### src/rtl/reg_write_scheduler.sv
// Round-robin write-port scheduler driving a bank of load-enable registers.
// Optional macro WRITE_COUNT_EN adds an 8-bit completed-write counter port wr_count.
module reg_write_scheduler #(
  parameter int unsigned NREQ = 3,
  parameter int unsigned NREG = 4,
  parameter int unsigned DW   = 5,
  parameter int unsigned AW   = 2
) (
  input  logic               clk,
  input  logic               rst,
  input  logic [NREQ-1:0]    req,
  input  logic [NREQ*AW-1:0] req_addr,
  input  logic [NREQ*DW-1:0] req_data,
  output logic [NREQ-1:0]    gnt,
  output logic [NREG-1:0]    reg_sel,
  output logic [DW-1:0]      reg_din,
  output logic               busy
`ifdef WRITE_COUNT_EN
  ,
  output logic [7:0]         wr_count
`endif
);

  localparam int unsigned PW = (NREQ > 1) ? $clog2(NREQ) : 1;

  typedef enum logic {IDLE, WRITE} state_t;

  state_t        state;
  logic [PW-1:0] rr_ptr;
  logic [PW-1:0] win;
  logic [PW-1:0] cand;
  logic          found;
  logic [AW-1:0] addr_a [NREQ];
  logic [DW-1:0] data_a [NREQ];

  always_comb begin
    for (int unsigned i = 0; i < NREQ; i++) begin
      addr_a[i] = req_addr[i*AW +: AW];
      data_a[i] = req_data[i*DW +: DW];
    end
  end

  // Search starts just past the last winner so it ends up with lowest priority.
  always_comb begin
    found = 1'b0;
    win   = rr_ptr;
    cand  = '0;
    for (int unsigned k = 1; k <= NREQ; k++) begin
      cand = PW'((32'(rr_ptr) + k) % NREQ);
      if (!found && req[cand]) begin
        found = 1'b1;
        win   = cand;
      end
    end
  end

  always_ff @(posedge clk) begin
    if (rst) begin
      state    <= IDLE;
      gnt      <= '0;
      reg_sel  <= '0;
      reg_din  <= '0;
      busy     <= 1'b0;
      rr_ptr   <= PW'(NREQ - 1);
`ifdef WRITE_COUNT_EN
      wr_count <= '0;
`endif
    end else begin
      case (state)
        IDLE: begin
          if (found) begin
            gnt     <= NREQ'(1) << win;
            reg_sel <= NREG'(1) << addr_a[win];
            reg_din <= data_a[win];
            busy    <= 1'b1;
            rr_ptr  <= win;
            state   <= WRITE;
          end
        end
        WRITE: begin
          // reg_din deliberately keeps the last written value.
          gnt     <= '0;
          reg_sel <= '0;
          busy    <= 1'b0;
          state   <= IDLE;
`ifdef WRITE_COUNT_EN
          wr_count <= wr_count + 8'd1;
`endif
        end
        default: state <= IDLE;
      endcase
    end
  end

endmodule

### config.mk
export PLATFORM = sky130hd
export DESIGN_NAME = reg_write_scheduler
export DESIGN_NICKNAME = d
export VERILOG_FILES = /design/src/rtl/reg_write_scheduler.sv
export SDC_FILE = /design/constraint.sdc
export NUM_CORES = 1
export LEC_CHECK = 0
export CORE_UTILIZATION = 65
export CTS_BUF_LIST = sky130_fd_sc_hd__clkbuf_8
export CTS_CLUSTER_DIAMETER = 100
export DETAILED_ROUTE_END_ITERATION = 7
export DONT_BUFFER_PORTS = 1
export GPL_TIMING_DRIVEN = 0
export PLACE_DENSITY = 0.85
export SLEW_MARGIN = 20
export SYNTH_ARGS = -nofsm -noshare
export SYNTH_HDL_FRONTEND = slang
export SYNTH_SLANG_ARGS = --single-unit
### constraint.sdc
create_clock -name clk -period 3.5 [get_ports clk]
set_clock_uncertainty 0.15 [all_clocks]
set_input_delay 1.05 -clock clk [delete_from_list [all_inputs] [get_ports clk]]
set_output_delay 1.05 -clock clk [all_outputs]
set_load 0.02 [all_outputs]
==> flow_summary_export.csv, run 1 <==
group,metric,value,unit
clock_tree,worstSkewPairLatency,0.24,ns
clock_tree,cts_setup_buffers,0,
synth,yosys_warnings,0,
synth,ys_ff_latch,16,
sta,finalCritPeriodShare,87.64,%
sta,relSlewSlack,64.14,%
cells_and_area,multi_input_area,753.2,um2
sta,final_max_slew_viol_count,0,
critical_path,cpPeakStageDelay,0.41,ns
sta,tightest_slew,0.5343,ns
clock_tree,cts_buffer_depth,2,
synth,synth_area_leaders,"dfxtp_1 (28%), a21oi_1 (5.3%), mux2_2 (4.9%)",
pwr,seq_power_share,28.2,%
synth,avgSynthCellArea,8.626,um2
global_routing,antenna_found_initial,0,
synth,synth-edff-count,0,
critical_path,reg2reg_depth,9,
global_routing,grt_pass1_vias,890,
status,outcome,"finished, final reports clean",
sta,rsz0062_at_grt,"no",
pwr,internal_power,0.0007092,W
place,place.gp.congestion,0.9202,
clock_tree,clk_pin_slew,0.06,ns
floorplan,io_pins,39,
sta,max_freq,326.0,MHz
pwr,swShare,48.11,%
min_path,min_path_type,"register to register",
cells_and_area,fill_cells,114,
critical_path,r2r_end,"reg_sel[1]$_SDFFE_PP0P_",
cells_and_area,fin_cells,151,
cells_and_area,syn_to_final_growth,5.385,%
cells_and_area,regArea,320.3,um2
detailed_routing,vias_per_cell,6.636,
min_path,whs_endpoint,"rr_ptr[0]$_SDFFE_PP0P_",
pwr,power_leakage,0.4804,nW
critical_path,timing.rr.start,"rr_ptr[0]$_SDFFE_PP0P_",
pwr,power.density,1139,nW/um2
global_routing,grt_max_degree,11,
detailed_routing,drt-initial-drc-count,30,
detailed_routing,drc,0,
pwr,switchingPower,0.0006575,W
detailed_routing,ant_nets,0,
synth,async_flop_share,0,%
critical_path,reg2reg_setup_slack,0.43,ns
clock_tree,cts_htree_levels,1,
clock_tree,tritoncts.num_buffers,3,
detailed_routing,first_pass_iters,8,
detailed_routing,wl_per_cell,16.97,um
critical_path,path_cells,"inv_1 > ha_1 > buf_4 > mux2i_1 > a221o_2 > o2111ai_4 > mux2_4 > a22o_1 > a32o_1",
critical_path,start_kind,"register",
sta,tns,0,ns
clock_tree,cts_tree,"done",
clock_tree,cts_resized,0,
critical_path,criticalPathCategory,"register to register",
critical_path,path_max_fanout,10,
synth,syn-num-nets,162,
floorplan,die_x,43.86,um
sta,finalHoldViolations,0,
floorplan,core_area,1577,um2
critical_path,crit_path_end_kind,"register",
cells_and_area,layout-drive-gt1-share,17.78,%
synth,syn_area,1139,um2
global_routing,grtUsageTotal,27.91,%
synth,yosysTopAreaCellShare,28.13,%
floorplan,start_util,72.22,%
cells_and_area,nNetsFinal,167,
clock_tree,cts_hold_buf,0,
floorplan,die_h,43.86,um
sta,setup_viol_count_final,0,
clock_tree,cts_root_buf,"clkbuf_8",
min_path,holdCritStartpoint,"rr_ptr[0]$_SDFFE_PP0P_",
min_path,hold_depth,2,
run,maxCapViolations,0,
synth,ys_seq_area_share,28.13,%
pwr,pwr-share-clk,9.6,%
pwr,combPwrFrac,62.1,%
pwr,ir_drop,669.1,uV
synth,syn_inst,132,
synth,synth_top_cell_by_area,"dfxtp_1",
critical_path,crit_required,3.48,ns
global_routing,grt_pass1_wl,3981,um
global_routing,grt-ovfl-total,0,
detailed_routing,vias,1002,
synth,ys.flop_type,"dfxtp_1",
place,hpwl,1991,um
critical_path,critPathArrivalTime,3.05,ns
place,io_buffers,0,
critical_path,cp_slowest_cell,"a221o_2",
floorplan,num_rows,14,
detailed_routing,totalWireLength,2562,um
synth,synth.distinct_cells,47,
sta,fin_crit,3.067,ns
place,dp.cells,148,
floorplan,dieArea,1923,um2
cells_and_area,n_antenna_cell,0,
clock_tree,clock_sinks,16,
[worst max-delay path, delay by kind of cell (launching register included)]
family	cells	cell delay (ns)
buffers and inverters	2	0.30
muxes	2	0.47
adders and majority gates	1	0.36
AOI/OAI and AO/OA	4	1.26
DFF	1	0.40
[area by class of cell]
type	count	share of cell area (%)
plain buffers	8	3.858
clock buffers	3	3.441
inverters	5	1.564
multi-input cells	103	62.77
flip-flops and latches	16	26.69
well taps	16	1.668
[through the flow]
stage | total power (W) | setup WS [ns] | area, um2 | hold WS [ns] | util (%)
global route | 0.001469 | 0.3348 | 1200 | 0.4336 | 76.11
global placement | 0.001198 | 0.3965 | 1159 | 0.3502 | 73.49
CTS | 0.001361 | 0.4436 | 1200 | 0.3818 | 76.11
detailed placement | 0.001228 | 0.3728 | 1159 | 0.3663 | 73.49
finish | 0.001367 | 0.4327 | 1200 | 0.3805 | 76.11
floorplan | 0.001084 | 0.4904 | 1139 | 0.3320 | -
[cells in the mapped netlist (3+ instances only)]
library cell / count
dfxtp_1: 16
nand2_1: 14
a21oi_1: 12
nor2_1: 8
nor3_1: 7
inv_1: 5
mux2_2: 5
a221oi_1: 4
a22oi_1: 4
ha_1: 4
o21ai_0: 4
a22o_1: 3
buf_2: 3
mux2_4: 3
mux2i_1: 3
nand3b_1: 3
[layout by cell type (no fill, tap or decap), types with 2 or more instances in the layout]
master,count
clkbuf_8,3
inv_1,5
a221oi_1,4
buf_2,3
a22oi_1,4
a22o_1,3
mux2_2,5
nand3_1,2
dfxtp_1,16
mux2_4,3
nor3_1,7
mux2i_1,3
a21oi_1,12
nor2_1,8
o21ai_1,2
a32o_1,2
ha_1,4
o21ai_0,4
nand2_1,14
nand3b_1,3
[sequential cells by signal, indices dropped and copies added (netlist names)]
register and count:
busy 1, gnt 3, reg_din 5, reg_sel 4, rr_ptr 2, state 1
[worst max path at each step]
stage	cells after the start	start	endpoint	slack, ns
floorplan	7	req[0]	reg_sel[1]$_SDFFE_PP0P_	0.49
CTS	9	rr_ptr[0]$_SDFFE_PP0P_	reg_sel[1]$_SDFFE_PP0P_	0.44
global route	9	rr_ptr[0]$_SDFFE_PP0P_	reg_sel[1]$_SDFFE_PP0P_	0.33
detailed placement	7	req[0]	reg_sel[1]$_SDFFE_PP0P_	0.37
global placement	7	req[0]	reg_sel[1]$_SDFFE_PP0P_	0.40
finish	9	rr_ptr[0]$_SDFFE_PP0P_	reg_sel[1]$_SDFFE_PP0P_	0.43
[routing by layer]
layer | vias up | GRT usage, % | wire length (um)
li1 | 497 | - | -
met1 | 465 | 38.42 | 1161
met2 | 32 | 41.79 | 1222
met3 | 8 | 7.500 | 127
met4 | 0 | 10.30 | 50
met5 | - | 0 | 0
[cell families after synthesis]
| kind of cell | count (synthesis) | share of synthesized area [%] |
|---|---|---|
| AND/OR/NAND/NOR | 45 | 20.66 |
| multiplexers | 11 | 11.54 |
| buffers and inverters | 13 | 5.713 |
| adder cells (fa/ha/maj) | 4 | 4.396 |
| AO/OA/AOI/OAI | 43 | 29.56 |
| flip-flops | 16 | 28.13 |
[power groups by stage]
stage               Combinational (W)  Sequential [W]  Clock, W
finish                       0.000849        0.000386  0.000132
detailed placement           0.000837        0.000390         0
global route                 0.000932        0.000395  0.000143
CTS                          0.000841        0.000387  0.000133
global placement             0.000811        0.000387         0
floorplan                    0.000708        0.000376         0
Power figures use the tool's default switching activity.
==> run 2, diff against run 1 <==
--- a/config.mk
+++ b/config.mk
@@ -5,6 +5,7 @@
 export SDC_FILE = /design/constraint.sdc
 export NUM_CORES = 1
 export LEC_CHECK = 0
+export CORE_MARGIN = 4
 export CORE_UTILIZATION = 65
 export CTS_BUF_LIST = sky130_fd_sc_hd__clkbuf_8
 export CTS_CLUSTER_DIAMETER = 100
==> constraint.sdc (replaced) <==
create_clock -name clk -period 3.05 [get_ports clk]
set_clock_uncertainty 0.15 [all_clocks]
set_input_delay 0.915 -clock clk [delete_from_list [all_inputs] [get_ports clk]]
set_output_delay 0.915 -clock clk [all_outputs]
set_load 0.02 [all_outputs]
==> flow_summary_export.csv, run 2 (synthesis gave the netlist of run 1 again) <==
group,metric,value,unit
floorplan,num_rows,14,
detailed_routing,vias_per_cell,6.656,
clock_tree,cts_root_buf,"clkbuf_8",
clock_tree,worstSkewPairLatency,0.25,ns
pwr,seq_power_share,27.4,%
detailed_routing,drt-initial-drc-count,45,
critical_path,crit_path_end_kind,"register",
sta,finalCritPeriodShare,95.73,%
pwr,ir_drop,926.3,uV
cells_and_area,layout-drive-gt1-share,19.71,%
cells_and_area,reg_top3,"reg_din (5), reg_sel (4), gnt (3)",
pwr,internal_power,0.0008387,W
floorplan,core_area,1577,um2
pwr,total_power,0.001618,W
critical_path,critPathArrivalTime,2.91,ns
pwr,power_leakage,0.4899,nW
cells_and_area,fill_cells,115,
critical_path,crit_required,3.04,ns
detailed_routing,first_pass_iters,4,
sta,fin_crit,2.920,ns
run,maxCapViolations,0,
clock_tree,cts_buffer_depth,2,
place,placed_cell_area,1159,um2
clock_tree,clock_sinks,16,
floorplan,die_h,49.86,um
sta,tns,0,ns
cells_and_area,largest_reg_flops,5,
floorplan,dieArea,2486,um2
place,io_buffers,0,
clock_tree,clk_pin_slew,0.06,ns
global_routing,grt_max_degree,11,
sta,relSlewSlack,64.13,%
sta,final_max_slew_viol_count,0,
sta,rsz0062_at_grt,"no",
detailed_routing,totalWireLength,2793,um
cells_and_area,syn_to_final_growth,7.033,%
pwr,combPwrFrac,62.9,%
detailed_routing,wl_per_cell,18.14,um
cells_and_area,regMostFlops,"reg_din",
detailed_routing,ant_nets,0,
place,place.gp.congestion,0.8457,
sta,max_freq,342.5,MHz
global_routing,grt-ovfl-total,0,
detailed_routing,drc,0,
cells_and_area,layout_common_cells,"dfxtp_1 (15), nand2_1 (14), a21oi_1 (12), nor2_1 (8), nor3_1 (7)",
critical_path,start_kind,"register",
global_routing,grt_pass1_wl,4547,um
pwr,switchingPower,0.0007794,W
cells_and_area,multi_input_area,753.2,um2
cells_and_area,final_common_cell,"dfxtp_1",
min_path,hold_depth,2,
global_routing,antenna_found_initial,1,
floorplan,io_pins,39,
sta,setup_viol_count_final,0,
min_path,min_path_type,"register to register",
pwr,pwr-share-clk,9.6,%
place,hpwl,2098,um
cells_and_area,design_area,1219,um2
clock_tree,tritoncts.num_buffers,3,
clock_tree,cts_hold_buf,0,
detailed_routing,vias,1025,
clock_tree,cts_tree,"done",
pwr,power.density,1328,nW/um2
sta,tightest_slew,0.5345,ns
cells_and_area,regArea,321.6,um2
pwr,swShare,48.17,%
cells_and_area,nNetsFinal,169,
global_routing,grtUsageTotal,23.77,%
floorplan,start_util,72.22,%
cells_and_area,final_core_util,77.30,%
critical_path,criticalPathCategory,"register to register",
sta,finalHoldViolations,0,
status,outcome,"finished, final reports clean",
floorplan,die_x,49.86,um
critical_path,reg2reg_depth,9,
clock_tree,cts_htree_levels,1,
global_routing,grt_pass1_vias,987,
critical_path,path_max_fanout,10,
[run 2: cell count changes in the layout (fill, tap and decap cells not counted)]
cell and change:
dfxtp_1 -1, dfxtp_2 +1, buf_4 +2, diode_2 +1
[run 2: what timing repair did]
item	4_1_cts	5_1_grt
buffers inserted	2	0
gates cloned	0	0
pin swaps	1	1
endpoints found under the setup margin	1	8
resized for setup	0	1
hold endpoints to repair	0	0
[run 2: final cells by class]
cell class                 instances  area share [%]
timing repair buffer               2           1.232
tap                               16           1.643
multi-input combinational        103           61.81
buffer                             8           3.799
sequential                        16           26.39
inverter                           5           1.540
antenna                            1          0.2053
clock buffer                       3           3.388
[run 2: critical path: stages, from the launching register on]
cell,delay (ns)
dfxtp_2,0.37
inv_1,0.09
ha_1,0.35
buf_4,0.19
mux2i_1,0.12
a221o_2,0.41
o2111ai_4,0.30
mux2_4,0.35
a22o_1,0.23
a32o_1,0.23
[run 2: power by group through the flow]
stage	Clock, W	Sequential, W	Combinational, W
after floorplan	0	0.000432	0.000812
after global placement	0	0.000446	0.000932
after detailed placement	0	0.000449	0.000967
after CTS	0.000159	0.000445	0.00100
after global routing	0.000166	0.000452	0.00113
final	0.000156	0.000444	0.00102
[run 2: path summary, 6_finish.rpt]
kind	from	to	slack (ns)
max reg2reg	rr_ptr[0]$_SDFFE_PP0P_	reg_sel[1]$_SDFFE_PP0P_	0.13
min reg2reg	rr_ptr[0]$_SDFFE_PP0P_	rr_ptr[0]$_SDFFE_PP0P_	0.36
max	rr_ptr[0]$_SDFFE_PP0P_	reg_sel[1]$_SDFFE_PP0P_	0.13
min	rr_ptr[0]$_SDFFE_PP0P_	rr_ptr[0]$_SDFFE_PP0P_	0.36
[run 2: per-layer routing]
metal | routed length [um] | GRT usage [%]
met1 | 1210 | 31.56
met3 | 231 | 9.337
met2 | 1313 | 34.58
met4 | 38 | 8.295
met5 | 0 | 0
[run 2: per-stage QoR]
stage | instances | hold WS (ns) | setup WS [ns]
after floorplan | 132 | 0.3320 | 0.1754
after global placement | 148 | 0.3505 | 0.06073
after detailed placement | 148 | 0.3765 | 0.001637
after CTS | 153 | 0.3837 | 0.07299
after global routing | 154 | 0.3658 | 0.0006759
final | 154 | 0.3591 | 0.1304
